**src/rtl/riscv_pipe_pkg.sv**
```systemverilog
// riscv_pipe_pkg: shared widths for the 5-stage pipeline boundaries
// and the skid-buffer state encoding used by pipe_stage_reg.
package riscv_pipe_pkg;

    localparam int REG_ADDR_W = 5;
    localparam int XLEN       = 32;

    // IF/ID: instr + pc
    localparam int IFID_CTRL_W  = 1;
    localparam int IFID_DATA_W  = 2 * XLEN;

    // ID/EX: rs1 + rs2 + rd + rs1_val + rs2_val + imm + pc
    localparam int IDEX_CTRL_W  = 8;
    localparam int IDEX_DATA_W  = 3 * REG_ADDR_W + 4 * XLEN;

    // EX/MEM: rd + alu_result + store_data + pc
    localparam int EXMEM_CTRL_W = 6;
    localparam int EXMEM_DATA_W = REG_ADDR_W + 3 * XLEN;

    // MEM/WB: rd + alu_result + read_mem_data + pc
    localparam int MEMWB_CTRL_W = 4;
    localparam int MEMWB_DATA_W = REG_ADDR_W + 3 * XLEN;

    localparam logic [1:0] EMPTY = 2'b00;
    localparam logic [1:0] BUSY  = 2'b01;
    localparam logic [1:0] FULL  = 2'b10;

endpackage

```
**src/rtl/pipe_sat_counter.sv**
```systemverilog
// pipe_sat_counter: W-bit up counter that sticks at all-ones.
// Ports: clk, rst (async, active-high), en (increment), cnt (value).
module pipe_sat_counter #(
    parameter int W = 16
) (
    input  logic         clk,
    input  logic         rst,
    input  logic         en,
    output logic [W-1:0] cnt
);

    always_ff @(posedge clk or posedge rst) begin
        if (rst) begin
            cnt <= '0;
        end else if (en && (cnt != '1)) begin
            cnt <= cnt + W'(1);
        end
    end

endmodule

```
**src/rtl/pipe_stage_reg.sv**
```systemverilog
// pipe_stage_reg: handshaked stage register with flush and stall counter.
// Ports: clk, rst (async, active-high), flush; in_valid/in_ready/in_ctrl/
// in_data upstream; out_valid/out_ready/out_ctrl/out_data downstream;
// stall_cnt = saturating count of back-pressure cycles.
// Build option: PIPE_SKID_EN adds a skid entry and a registered in_ready.
module pipe_stage_reg
    import riscv_pipe_pkg::*;
#(
    parameter int CTRL_W = MEMWB_CTRL_W,
    parameter int DATA_W = MEMWB_DATA_W,
    parameter int CNT_W  = 16
) (
    input  logic              clk,
    input  logic              rst,
    input  logic              flush,
    input  logic              in_valid,
    output logic              in_ready,
    input  logic [CTRL_W-1:0] in_ctrl,
    input  logic [DATA_W-1:0] in_data,
    output logic              out_valid,
    input  logic              out_ready,
    output logic [CTRL_W-1:0] out_ctrl,
    output logic [DATA_W-1:0] out_data,
    output logic [CNT_W-1:0]  stall_cnt
);

    logic [CTRL_W-1:0] main_ctrl_q;
    logic [DATA_W-1:0] main_data_q;
    logic              in_fire;

    assign in_fire  = in_valid & in_ready;
    assign out_data = main_data_q;
    // A bubble must never carry live control bits downstream.
    assign out_ctrl = main_ctrl_q & {CTRL_W{out_valid}};

`ifdef PIPE_SKID_EN

    logic [1:0]        state_q;
    logic [1:0]        state_d;
    logic              in_ready_q;
    logic [CTRL_W-1:0] skid_ctrl_q;
    logic [DATA_W-1:0] skid_data_q;

    assign out_valid = (state_q != EMPTY);
    assign in_ready  = in_ready_q;

    always_comb begin
        state_d = state_q;
        if (flush) begin
            state_d = EMPTY;
        end else begin
            case (state_q)
                EMPTY: if (in_fire) state_d = BUSY;
                BUSY: begin
                    if (out_ready && !in_fire)
                        state_d = EMPTY;
                    else if (!out_ready && in_fire)
                        state_d = FULL;
                end
                FULL: if (out_ready) state_d = BUSY;
                default: state_d = EMPTY;
            endcase
        end
    end

    always_ff @(posedge clk or posedge rst) begin
        if (rst) begin
            state_q    <= EMPTY;
            in_ready_q <= 1'b1;
        end else begin
            state_q    <= state_d;
            // Registered so out_ready never reaches in_ready combinationally.
            in_ready_q <= (state_d != FULL);
        end
    end

    always_ff @(posedge clk or posedge rst) begin
        if (rst) begin
            main_ctrl_q <= '0;
            main_data_q <= '0;
            skid_ctrl_q <= '0;
            skid_data_q <= '0;
        end else if (!flush) begin
            if (state_q == FULL) begin
                if (out_ready) begin
                    main_ctrl_q <= skid_ctrl_q;
                    main_data_q <= skid_data_q;
                end
            end else if (in_fire) begin
                if (state_q == EMPTY || out_ready) begin
                    main_ctrl_q <= in_ctrl;
                    main_data_q <= in_data;
                end else begin
                    skid_ctrl_q <= in_ctrl;
                    skid_data_q <= in_data;
                end
            end
        end
    end

`else

    logic valid_q;

    assign out_valid = valid_q;
    assign in_ready  = ~valid_q | out_ready;

    always_ff @(posedge clk or posedge rst) begin
        if (rst) begin
            valid_q <= 1'b0;
        end else if (flush) begin
            valid_q <= 1'b0;
        end else if (in_ready) begin
            valid_q <= in_valid;
        end
    end

    // Payload only moves on an accepted beat, so a stalled beat stays put.
    always_ff @(posedge clk or posedge rst) begin
        if (rst) begin
            main_ctrl_q <= '0;
            main_data_q <= '0;
        end else if (in_fire && !flush) begin
            main_ctrl_q <= in_ctrl;
            main_data_q <= in_data;
        end
    end

`endif

    pipe_sat_counter #(
        .W (CNT_W)
    ) u_stall_cnt (
        .clk (clk),
        .rst (rst),
        .en  (out_valid & ~out_ready),
        .cnt (stall_cnt)
    );

endmodule

```
**config.mk**
```make
export PLATFORM = sky130hd
export DESIGN_NAME = pipe_stage_reg
export DESIGN_NICKNAME = d
export VERILOG_FILES = /design/src/rtl/riscv_pipe_pkg.sv /design/src/rtl/pipe_sat_counter.sv /design/src/rtl/pipe_stage_reg.sv
export SDC_FILE = /design/constraint.sdc
export NUM_CORES = 1
export LEC_CHECK = 0
export ABC_AREA = 1
export BUFFER_PORTS_ARGS = -buffer_cell sky130_fd_sc_hd__buf_4
export CAP_MARGIN = 25
export CORE_UTILIZATION = 51
export CTS_CLUSTER_DIAMETER = 60
export CTS_CLUSTER_SIZE = 8
export DETAILED_ROUTE_END_ITERATION = 6
export PLACE_DENSITY = 0.85
export SYNTH_ARGS = -nofsm -noshare
export SYNTH_HDL_FRONTEND = slang
export SYNTH_HIERARCHICAL = 1
export SYNTH_SLANG_ARGS = --single-unit
```
**constraint.sdc**
```tcl
create_clock -name clk -period 10.8 [get_ports clk]
set_input_delay 2.16 -clock clk [delete_from_list [all_inputs] [get_ports clk]]
set_output_delay 2.16 -clock clk [all_outputs]
set_load 0.01 [all_outputs]
```
==> results of run 1 <==
## stage by stage
step	total power (W)	area (um2)	util	instances
2_1_floorplan	0.000712	5290	-	621
3_3_place_gp	0.000872	7040	0.710	954
3_5_place_dp	0.000885	7040	0.710	954
4_1_cts	0.00144	7620	0.769	986
5_1_grt	0.00150	7670	0.774	988
6_report	0.00144	7670	0.774	988
## flip-flops by register name (all words and copies together) (netlist names)
| name | count |
|---|---|
| u_stall_cnt/cnt | 16 |
| main_ctrl_q | 4 |
| out_data | 101 |
| out_valid | 1 |
## worst max-delay path, stage by stage
cell and delay (ns):
buf_4 0.10, inv_1 0.08, nand2_4 0.25, buf_4 0.26
## cell usage after synthesis, types with 2 or more instances
cell type / count
nand3b_1: 2
nand3_1: 114
o21ai_2: 6
inv_1: 22
nand2_2: 7
buf_2: 14
nand4_1: 5
nand2_1: 272
buf_4: 8
nor2_2: 3
nor2_1: 14
nor2_4: 6
o21ai_1: 4
inv_2: 2
xor2_1: 2
dfrtp_1: 122
clkbuf_1: 11
xnor2_1: 2
## worst max path at each step
stage                          end  slack (ns)  cells after the start
CTS                       in_ready        5.78                      4
finish                    in_ready        5.78                      4
detailed placement        in_ready        5.78                      4
global placement          in_ready        5.79                      4
floorplan           main_ctrl_q[0]        5.85                      1
global route              in_ready        5.74                      4
## per-layer routing
| metal | track usage | up-vias |
|---|---|---|
| met5 | 0 | - |
| met4 | 0.176 | 0 |
| met3 | 0.0919 | 54 |
| met2 | 0.486 | 236 |
| met1 | 0.336 | 2411 |
| li1 | - | 2413 |
## cell families after synthesis
logic type | count (synthesis) | share of synthesized area
buffers and inverters | 59 | 0.0530
flip-flops | 122 | 0.577
adder cells (fa/ha/maj) | 1 | 0.00236
XOR/XNOR | 4 | 0.00662
AND/OR/NAND/NOR | 424 | 0.346
AO/OA/AOI/OAI | 11 | 0.0147
## power by group
part / switching (W) / internal [W] / leakage (nW) / total [W]
clock: 0.000193 / 0.000362 / 0.283 / 0.000555
combinational: 0.000155 / 0.000147 / 2.42 / 0.000302
sequential: 0.0000543 / 0.000526 / 1.51 / 0.000580
total: 0.000402 / 0.00104 / 4.22 / 0.00144
## final cells by class
| cell class | count | area, um2 |
|---|---|---|
| flip-flops and latches | 122 | 3050 |
| fillers | 685 | 2240 |
| multi-input cells | 440 | 1960 |
| repair buffers | 237 | 1820 |
| clock buffers | 24 | 460 |
| well taps | 133 | 166 |
| clock inverters | 8 | 118 |
| inverters | 24 | 92.6 |
==> results.sh, run 1 <==
export IMPL_reg2reg_depth=4
export IMPL_grt_total_usage=0.294
export IMPL_synthesis_nets=732
export IMPL_gp_congestion=0.826
export IMPL_layout_setup_ws_ns=5.78
export IMPL_endpoint_kind="output pin"
export IMPL_first_iter_violations=323
export IMPL_die_x_um=104
export IMPL_clock_sinks=122
export IMPL_status="finished, final reports clean"
export IMPL_cts_buffers=17
export IMPL_hold_depth=2
export IMPL_yosys_register_bits=122
export IMPL_hold_viol=0
export IMPL_worst_slew_pin_slew_ns=1.02
export IMPL_slew_headroom=0.321
export IMPL_setup_violations=0
export IMPL_rows=36
export IMPL_clockBufferDepth=2
export IMPL_cts_resized=0
export IMPL_drt_pass1_iterations=5
export IMPL_async_flop_share=1.00
export IMPL_max_freq_mhz=199
export IMPL_yosysUniqueCellTypes=23
export IMPL_crit_fanout=39
export IMPL_finalSetupTns_ns=0
export IMPL_grt_overflow=0
export IMPL_htree_levels=4
export IMPL_r2r_start="out_valid"
export IMPL_seq_area_frac_synth=0.577
export IMPL_postCtsSetupBuffers=0
export IMPL_num_vias=5114
export IMPL_drc=0
export IMPL_fin_crit_ns=5.02
export IMPL_layout_commonest_cell="nand2_1"
export IMPL_crit_type="primary input to output pin"
export IMPL_chipHeight_um=104
export IMPL_rsz0062_at_grt="no"
export IMPL_cellPowerDensity_mw_per_mm2=187
export IMPL_synth_top_area_cell="dfrtp_1"
export IMPL_r2r_setup_slack_ns=8.82
export IMPL_crit_required_ns=8.64
export IMPL_synthFlopType="dfrtp_1"
export IMPL_worstSetupStartpointType="primary input"
export IMPL_clk_pin_slew_ns=0.06
export IMPL_grt_max_degree=106
export IMPL_die_area_mm2=0.0108
export IMPL_topRoutingLayerUsed="met4"
export IMPL_synth_top_area_share=0.577
export IMPL_syn_instance_count=621
export IMPL_hp_class="register to register"
export IMPL_crit_start="out_ready"
export IMPL_wl_met1_um=5870
export IMPL_dp_slack_ns=5.78
export IMPL_via_per_inst=5.18
export IMPL_nets=953
export IMPL_start_util=0.534
export IMPL_hold_slack_ns=0.472
export IMPL_grt_pass1_wl_um=24900
export IMPL_ctsRootBufferMaster="clkbuf_8"
export IMPL_min_to="out_data[37]"
export IMPL_ios=233
export IMPL_holdBufCountCts=0
export IMPL_ys_warn_count=6
export IMPL_port_buffers=232
export IMPL_timing_final_crit_share=0.465
export IMPL_syn_avg_cell_area_um2=8.52
export IMPL_drive_above_1_share=0.339
export IMPL_netlist_area_mm2=0.00529
export IMPL_p_leak_nw=4.22
export IMPL_n_antenna_cell=0
export IMPL_cap_violations=0
export IMPL_skew_ns=0.00506
export IMPL_ys_top_cells_by_area="dfrtp_1 (58%), nand2_1 (19%), nand3_1 (11%)"
export IMPL_synth_edff_count=0
export IMPL_drtAntennaViolNets=0
export IMPL_dr_wl_met3_um=1100
export IMPL_tritoncts="built"
export IMPL_placeableCoreArea_mm2=0.00991
export IMPL_syn_to_final_growth_pct=45.0
export IMPL_antenna_found_initial=0
export IMPL_r2r_end="out_data[14]"
export IMPL_wl_met2_um=7780
export IMPL_dpl_hpwl_um=10400
export IMPL_grt_pass1_vias=5107
export IMPL_drv_slew=0
export IMPL_drt_total_wl_um=15500
export IMPL_peakVddDrop_mv=0.104
export IMPL_arrival_ns=2.86
export IMPL_layout_common_cells="nand2_1 (272), buf_4 (235), dfrtp_1 (122), nand3_1 (114), inv_1 (21)"
export IMPL_clk_latency_ns=0.52
export IMPL_wl_per_cell_um=15.7
export IMPL_hp_start="out_data[37]"
Power figures use the tool's default switching activity.
==> run 2, diff against run 1 <==
--- a/config.mk
+++ b/config.mk
@@ -8,11 +8,11 @@
 export ABC_AREA = 1
 export BUFFER_PORTS_ARGS = -buffer_cell sky130_fd_sc_hd__buf_4
 export CAP_MARGIN = 25
-export CORE_UTILIZATION = 51
+export CORE_UTILIZATION = 43
 export CTS_CLUSTER_DIAMETER = 60
 export CTS_CLUSTER_SIZE = 8
 export DETAILED_ROUTE_END_ITERATION = 6
-export PLACE_DENSITY = 0.85
+export PLACE_DENSITY = 0.77
 export SYNTH_ARGS = -nofsm -noshare
 export SYNTH_HDL_FRONTEND = slang
 export SYNTH_HIERARCHICAL = 1
==> constraint.sdc (replaced) <==
create_clock -name clk -period 4.21 [get_ports clk]
set_input_delay 0.842 -clock clk [delete_from_list [all_inputs] [get_ports clk]]
set_output_delay 0.842 -clock clk [all_outputs]
set_load 0.01 [all_outputs]
==> results.sh, run 2 (synthesis results as in run 1) <==
export IMPL_ios=233
export IMPL_critical_path_slowest_cell="nand2_4"
export IMPL_grt_pass1_vias=4644
export IMPL_hp_class="primary input to async pin"
export IMPL_reg2reg_depth=5
export IMPL_syn_to_final_growth_pct=45.9
export IMPL_clk_latency_ns=0.41
export IMPL_wl_per_cell_um=14.4
export IMPL_tritoncts="built"
export IMPL_cp_depth=4
export IMPL_worstSetupStartpointType="primary input"
export IMPL_topRoutingLayerUsed="met4"
export IMPL_power_w=0.00365
export IMPL_r2r_end="main_ctrl_q[0]"
export IMPL_crit_chain="buf_4 -> inv_1 -> nand2_4 -> buf_4"
export IMPL_worst_slew_pin_slew_ns=0.637
export IMPL_antenna_found_initial=0
export IMPL_wl_met2_um=6920
export IMPL_slew_headroom=0.575
export IMPL_cellPowerDensity_mw_per_mm2=473
export IMPL_arrival_ns=1.68
export IMPL_dpl_hpwl_um=9540
export IMPL_n_antenna_cell=0
export IMPL_clockBufferDepth=2
export IMPL_cts_buffers=17
export IMPL_chipHeight_um=113
export IMPL_timing_final_crit_share=0.599
export IMPL_dr_wl_met3_um=989
export IMPL_port_buffers=232
export IMPL_hold_slack_ns=0.313
export IMPL_worstSetupEndpoint="in_ready"
export IMPL_clk_pin_slew_ns=0.05
export IMPL_htree_levels=4
export IMPL_rsz0062_at_grt="no"
export IMPL_via_per_inst=4.96
export IMPL_drive_above_1_share=0.343
export IMPL_setup_violations=0
export IMPL_peakVddDrop_mv=0.229
export IMPL_layout_common_cells="nand2_1 (272), buf_4 (236), dfrtp_1 (122), nand3_1 (114), inv_1 (21)"
export IMPL_drv_slew=0
export IMPL_holdBufCountCts=0
export IMPL_grt_total_usage=0.234
export IMPL_drt_total_wl_um=14400
export IMPL_cp_common_cell="buf_4"
export IMPL_status="finished, final reports clean"
export IMPL_largest_reg_flops=101
export IMPL_cap_violations=0
export IMPL_endpoint_kind="output pin"
export IMPL_p_leak_nw=4.23
export IMPL_ctsRootBufferMaster="clkbuf_16"
export IMPL_critPathMaxStageDelay_ns=0.32
export IMPL_dpl_cell_count=970
export IMPL_die_area_mm2=0.0127
export IMPL_gp_congestion=0.823
export IMPL_grt_pass1_wl_um=23200
export IMPL_crit_required_ns=3.37
export IMPL_hold_viol=0
export IMPL_nets=955
export IMPL_crit_fanout=52
export IMPL_postCtsSetupBuffers=0
export IMPL_first_iter_violations=298
export IMPL_fin_cells=1004
export IMPL_drt_pass1_iterations=4
export IMPL_max_freq_mhz=397
export IMPL_rows=40
export IMPL_r2r_setup_slack_ns=2.16
export IMPL_path_buf_inv=3
export IMPL_num_vias=4984
export IMPL_grt_max_degree=106
export IMPL_cp_top_family="buffers and inverters"
export IMPL_fin_crit_ns=2.52
export IMPL_crit_type="primary input to output pin"
export IMPL_grt_overflow=0
export IMPL_drtAntennaViolNets=0
export IMPL_wl_met1_um=6040
export IMPL_r2r_start="out_valid"
export IMPL_skew_ns=0.00644
export IMPL_crit_start="out_ready"
export IMPL_layout_commonest_cell="nand2_1"
export IMPL_placeableCoreArea_mm2=0.0120
export IMPL_die_x_um=113
export IMPL_finalSetupTns_ns=0
export IMPL_start_util=0.440
export IMPL_clock_sinks=122
export IMPL_cts_resized=0
export IMPL_drc=0
[run 2: report_power, final]
group / internal (W) / leakage [nW] / total [W] / switching, W
combinational: 0.000380 / 2.43 / 0.000764 / 0.000384
clock: 0.000903 / 0.282 / 0.00140 / 0.000499
sequential: 0.00135 / 1.51 / 0.00148 / 0.000133
total: 0.00263 / 4.23 / 0.00365 / 0.00102
[run 2: metrics by stage]
step | area [um2] | setup WS [ns] | util
6_report | 7720 | 1.69 | 0.643
2_1_floorplan | 5290 | 0.579 | -
3_3_place_gp | 7060 | 1.58 | 0.588
3_5_place_dp | 7090 | 1.69 | 0.590
5_1_grt | 7720 | 1.62 | 0.643
4_1_cts | 7670 | 1.70 | 0.639
[run 2: worst reg2reg max path, cell delays in order, from the launching register on]
cell and delay, ns:
dfrtp_1 0.47, nand2_4 0.49, nand2_4 0.46, buf_16 0.34, nand2_1 0.12, nand2_1 0.05
[run 2: cell type report]
| type | count | area [um2] |
|---|---|---|
| clock inverter | 6 | 60.1 |
| fill | 1035 | 4290 |
| inverter | 24 | 92.6 |
| clock buffer | 26 | 519 |
| sequential | 122 | 3050 |
| multi-input combinational | 440 | 1960 |
| tap | 147 | 184 |
| timing repair buffer | 239 | 1850 |
[run 2: worst min path at each step]
| stage | start | end | cells past startpoint |
|---|---|---|---|
| final | rst | out_data[40] | 2 |
| after global placement | out_data[31] | out_data[31] | 2 |
| after global routing | rst | out_data[42] | 2 |
| after floorplan | main_ctrl_q[0] | main_ctrl_q[0] | 2 |
| after CTS | main_ctrl_q[1] | main_ctrl_q[1] | 2 |
| after detailed placement | main_ctrl_q[1] | main_ctrl_q[1] | 2 |
[run 2: per-layer routing]
layer | track usage | vias up
met5 | 0 | -
li1 | - | 2411
met4 | 0.121 | 0
met1 | 0.293 | 2341
met2 | 0.372 | 196
met3 | 0.0653 | 36
==> run 3, diff against run 2 <==
--- a/config.mk
+++ b/config.mk
@@ -8,11 +8,11 @@
 export ABC_AREA = 1
 export BUFFER_PORTS_ARGS = -buffer_cell sky130_fd_sc_hd__buf_4
 export CAP_MARGIN = 25
-export CORE_UTILIZATION = 43
+export CORE_UTILIZATION = 47
 export CTS_CLUSTER_DIAMETER = 60
 export CTS_CLUSTER_SIZE = 8
 export DETAILED_ROUTE_END_ITERATION = 6
-export PLACE_DENSITY = 0.77
+export PLACE_DENSITY = 0.8
 export SYNTH_ARGS = -nofsm -noshare
 export SYNTH_HDL_FRONTEND = slang
 export SYNTH_HIERARCHICAL = 1
==> constraint.sdc (replaced) <==
create_clock -name clk -period 2.5 [get_ports clk]
set_input_delay 0.5 -clock clk [delete_from_list [all_inputs] [get_ports clk]]
set_output_delay 0.5 -clock clk [all_outputs]
set_load 0.01 [all_outputs]
==> results.sh, run 3 (synthesis results as in run 1) <==
export IMPL_cp_top_family="flip-flops"
export IMPL_layout_common_cells="nand2_1 (272), buf_4 (238), dfrtp_1 (122), nand3_1 (114), inv_1 (21)"
export IMPL_netSwitchingPower_w=0.00168
export IMPL_intPower_w=0.00444
export IMPL_syn_to_final_growth_pct=45.1
export IMPL_skew_ns=0.00623
export IMPL_hp_class="primary input to async pin"
export IMPL_drive_above_1_share=0.342
export IMPL_clock_sinks=122
export IMPL_worstSetupStartpointType="register"
export IMPL_worst_slew_pin_slew_ns=0.638
export IMPL_hold_viol=0
export IMPL_grt_max_degree=107
export IMPL_htree_levels=4
export IMPL_cts_resized=0
export IMPL_fin_crit_ns=1.95
export IMPL_port_buffers=232
export IMPL_reg2reg_depth=8
export IMPL_placed_area_mm2=0.00711
export IMPL_ios=233
export IMPL_dpl_hpwl_um=9720
export IMPL_die_area_mm2=0.0117
export IMPL_chipHeight_um=108
export IMPL_clockBufferDepth=2
export IMPL_first_iter_violations=225
export IMPL_clk_latency_ns=0.50
export IMPL_placeableCoreArea_mm2=0.0109
export IMPL_crit_fanout=24
export IMPL_n_antenna_cell=0
export IMPL_drtAntennaViolNets=0
export IMPL_rows=38
export IMPL_critical_path_slowest_cell="dfrtp_1"
export IMPL_gp_congestion=0.809
export IMPL_num_vias=4980
export IMPL_grt_pass1_wl_um=22100
export IMPL_nets=956
export IMPL_layout_commonest_cell="nand2_1"
export IMPL_ctsRootBufferMaster="clkbuf_8"
export IMPL_endpoint_kind="output pin"
export IMPL_stdcell_area_mm2=0.00768
export IMPL_r2r_setup_slack_ns=0.77
export IMPL_p_comb_frac=0.211
export IMPL_drt_pass1_iterations=4
export IMPL_crit_chain="nand2_4 -> buf_4"
export IMPL_grt_pass1_vias=4783
export IMPL_r2r_start="u_stall_cnt/cnt[0]"
export IMPL_drv_slew=0
export IMPL_peakVddDrop_mv=0.467
export IMPL_fin_util=0.705
export IMPL_grt_overflow=0
export IMPL_start_util=0.486
export IMPL_status="finished, final reports clean"
export IMPL_die_x_um=108
export IMPL_p_leak_nw=4.21
export IMPL_path_buf_inv=1
export IMPL_grt_total_usage=0.245
export IMPL_wl_per_cell_um=13.9
export IMPL_arrival_ns=1.45
export IMPL_via_per_inst=4.99
export IMPL_drt_total_wl_um=13900
export IMPL_postCtsSetupBuffers=0
export IMPL_crit_required_ns=2.00
export IMPL_cap_violations=0
export IMPL_rsz0062_at_grt="no"
export IMPL_r2r_end="u_stall_cnt/cnt[5]"
export IMPL_antenna_found_initial=0
export IMPL_max_freq_mhz=514
export IMPL_holdBufCountCts=0
export IMPL_timing_final_crit_share=0.778
export IMPL_slew_headroom=0.574
export IMPL_p_seq_frac=0.406
export IMPL_largest_reg_flops=101
export IMPL_cts_buffers=17
export IMPL_clk_pin_slew_ns=0.06
export IMPL_setup_violations=0
export IMPL_clkPwrFrac=0.383
export IMPL_finalSetupTns_ns=0
export IMPL_drc=0
export IMPL_tritoncts="built"
export IMPL_cellPowerDensity_mw_per_mm2=797
export IMPL_power_switching_fraction=0.275
export IMPL_crit_type="register to output pin"
export IMPL_critPathMaxStageDelay_ns=0.47
==> run 3: worst max path at each step <==
stage	from	to	slack, ns	cells past startpoint
4_1_cts	out_valid	in_ready	0.53	2
5_1_grt	out_valid	in_ready	0.49	2
3_5_place_dp	out_ready	u_stall_cnt/cnt[7]	0.68	8
6_report	out_valid	in_ready	0.55	2
2_1_floorplan	rst	main_ctrl_q[0]	0.73	1
3_3_place_gp	out_ready	u_stall_cnt/cnt[7]	0.73	8
==> run 3: area by class of cell <==
class	count	area [um2]
flip-flops and latches	122	3050
fillers	831	3210
inverters	24	93.8
clock inverters	9	123
clock buffers	22	443
multi-input cells	440	1960
repair buffers	240	1830
well taps	140	175
==> run 3: power by group through the flow <==
stage                     Sequential, W  Clock (W)  Combinational (W)
after floorplan                 0.00262          0           0.000458
after global placement          0.00250          0            0.00126
after global routing            0.00252    0.00247            0.00141
after CTS                       0.00248    0.00239            0.00130
final                           0.00248    0.00234            0.00129
after detailed placement        0.00251          0            0.00130
==> run 3: tightest hold or removal path, stage by stage <==
cell        delay, ns
buf_4            0.12
clkinvlp_4       0.07
buf_12           0.37
==> run 3: per-stage QoR <==
stage / std cells / power (W) / setup slack (ns) / hold slack [ns]
2_1_floorplan: 621 / 0.00308 / 0.726 / 0.414
3_3_place_gp: 966 / 0.00376 / 0.729 / 0.455
3_5_place_dp: 966 / 0.00381 / 0.681 / 0.459
4_1_cts: 997 / 0.00617 / 0.526 / 0.103
5_1_grt: 997 / 0.00641 / 0.492 / 0.148
6_report: 997 / 0.00611 / 0.554 / 0.0999
==> run 3: layer usage <==
metal / GRT usage / part of all wire / up-vias
met1: 0.286 / 0.40 / 2342
met3: 0.0838 / 0.082 / 24
met2: 0.413 / 0.49 / 195
li1: - / - / 2419
met4: 0.103 / 0.025 / 0
met5: 0 / 0 / -
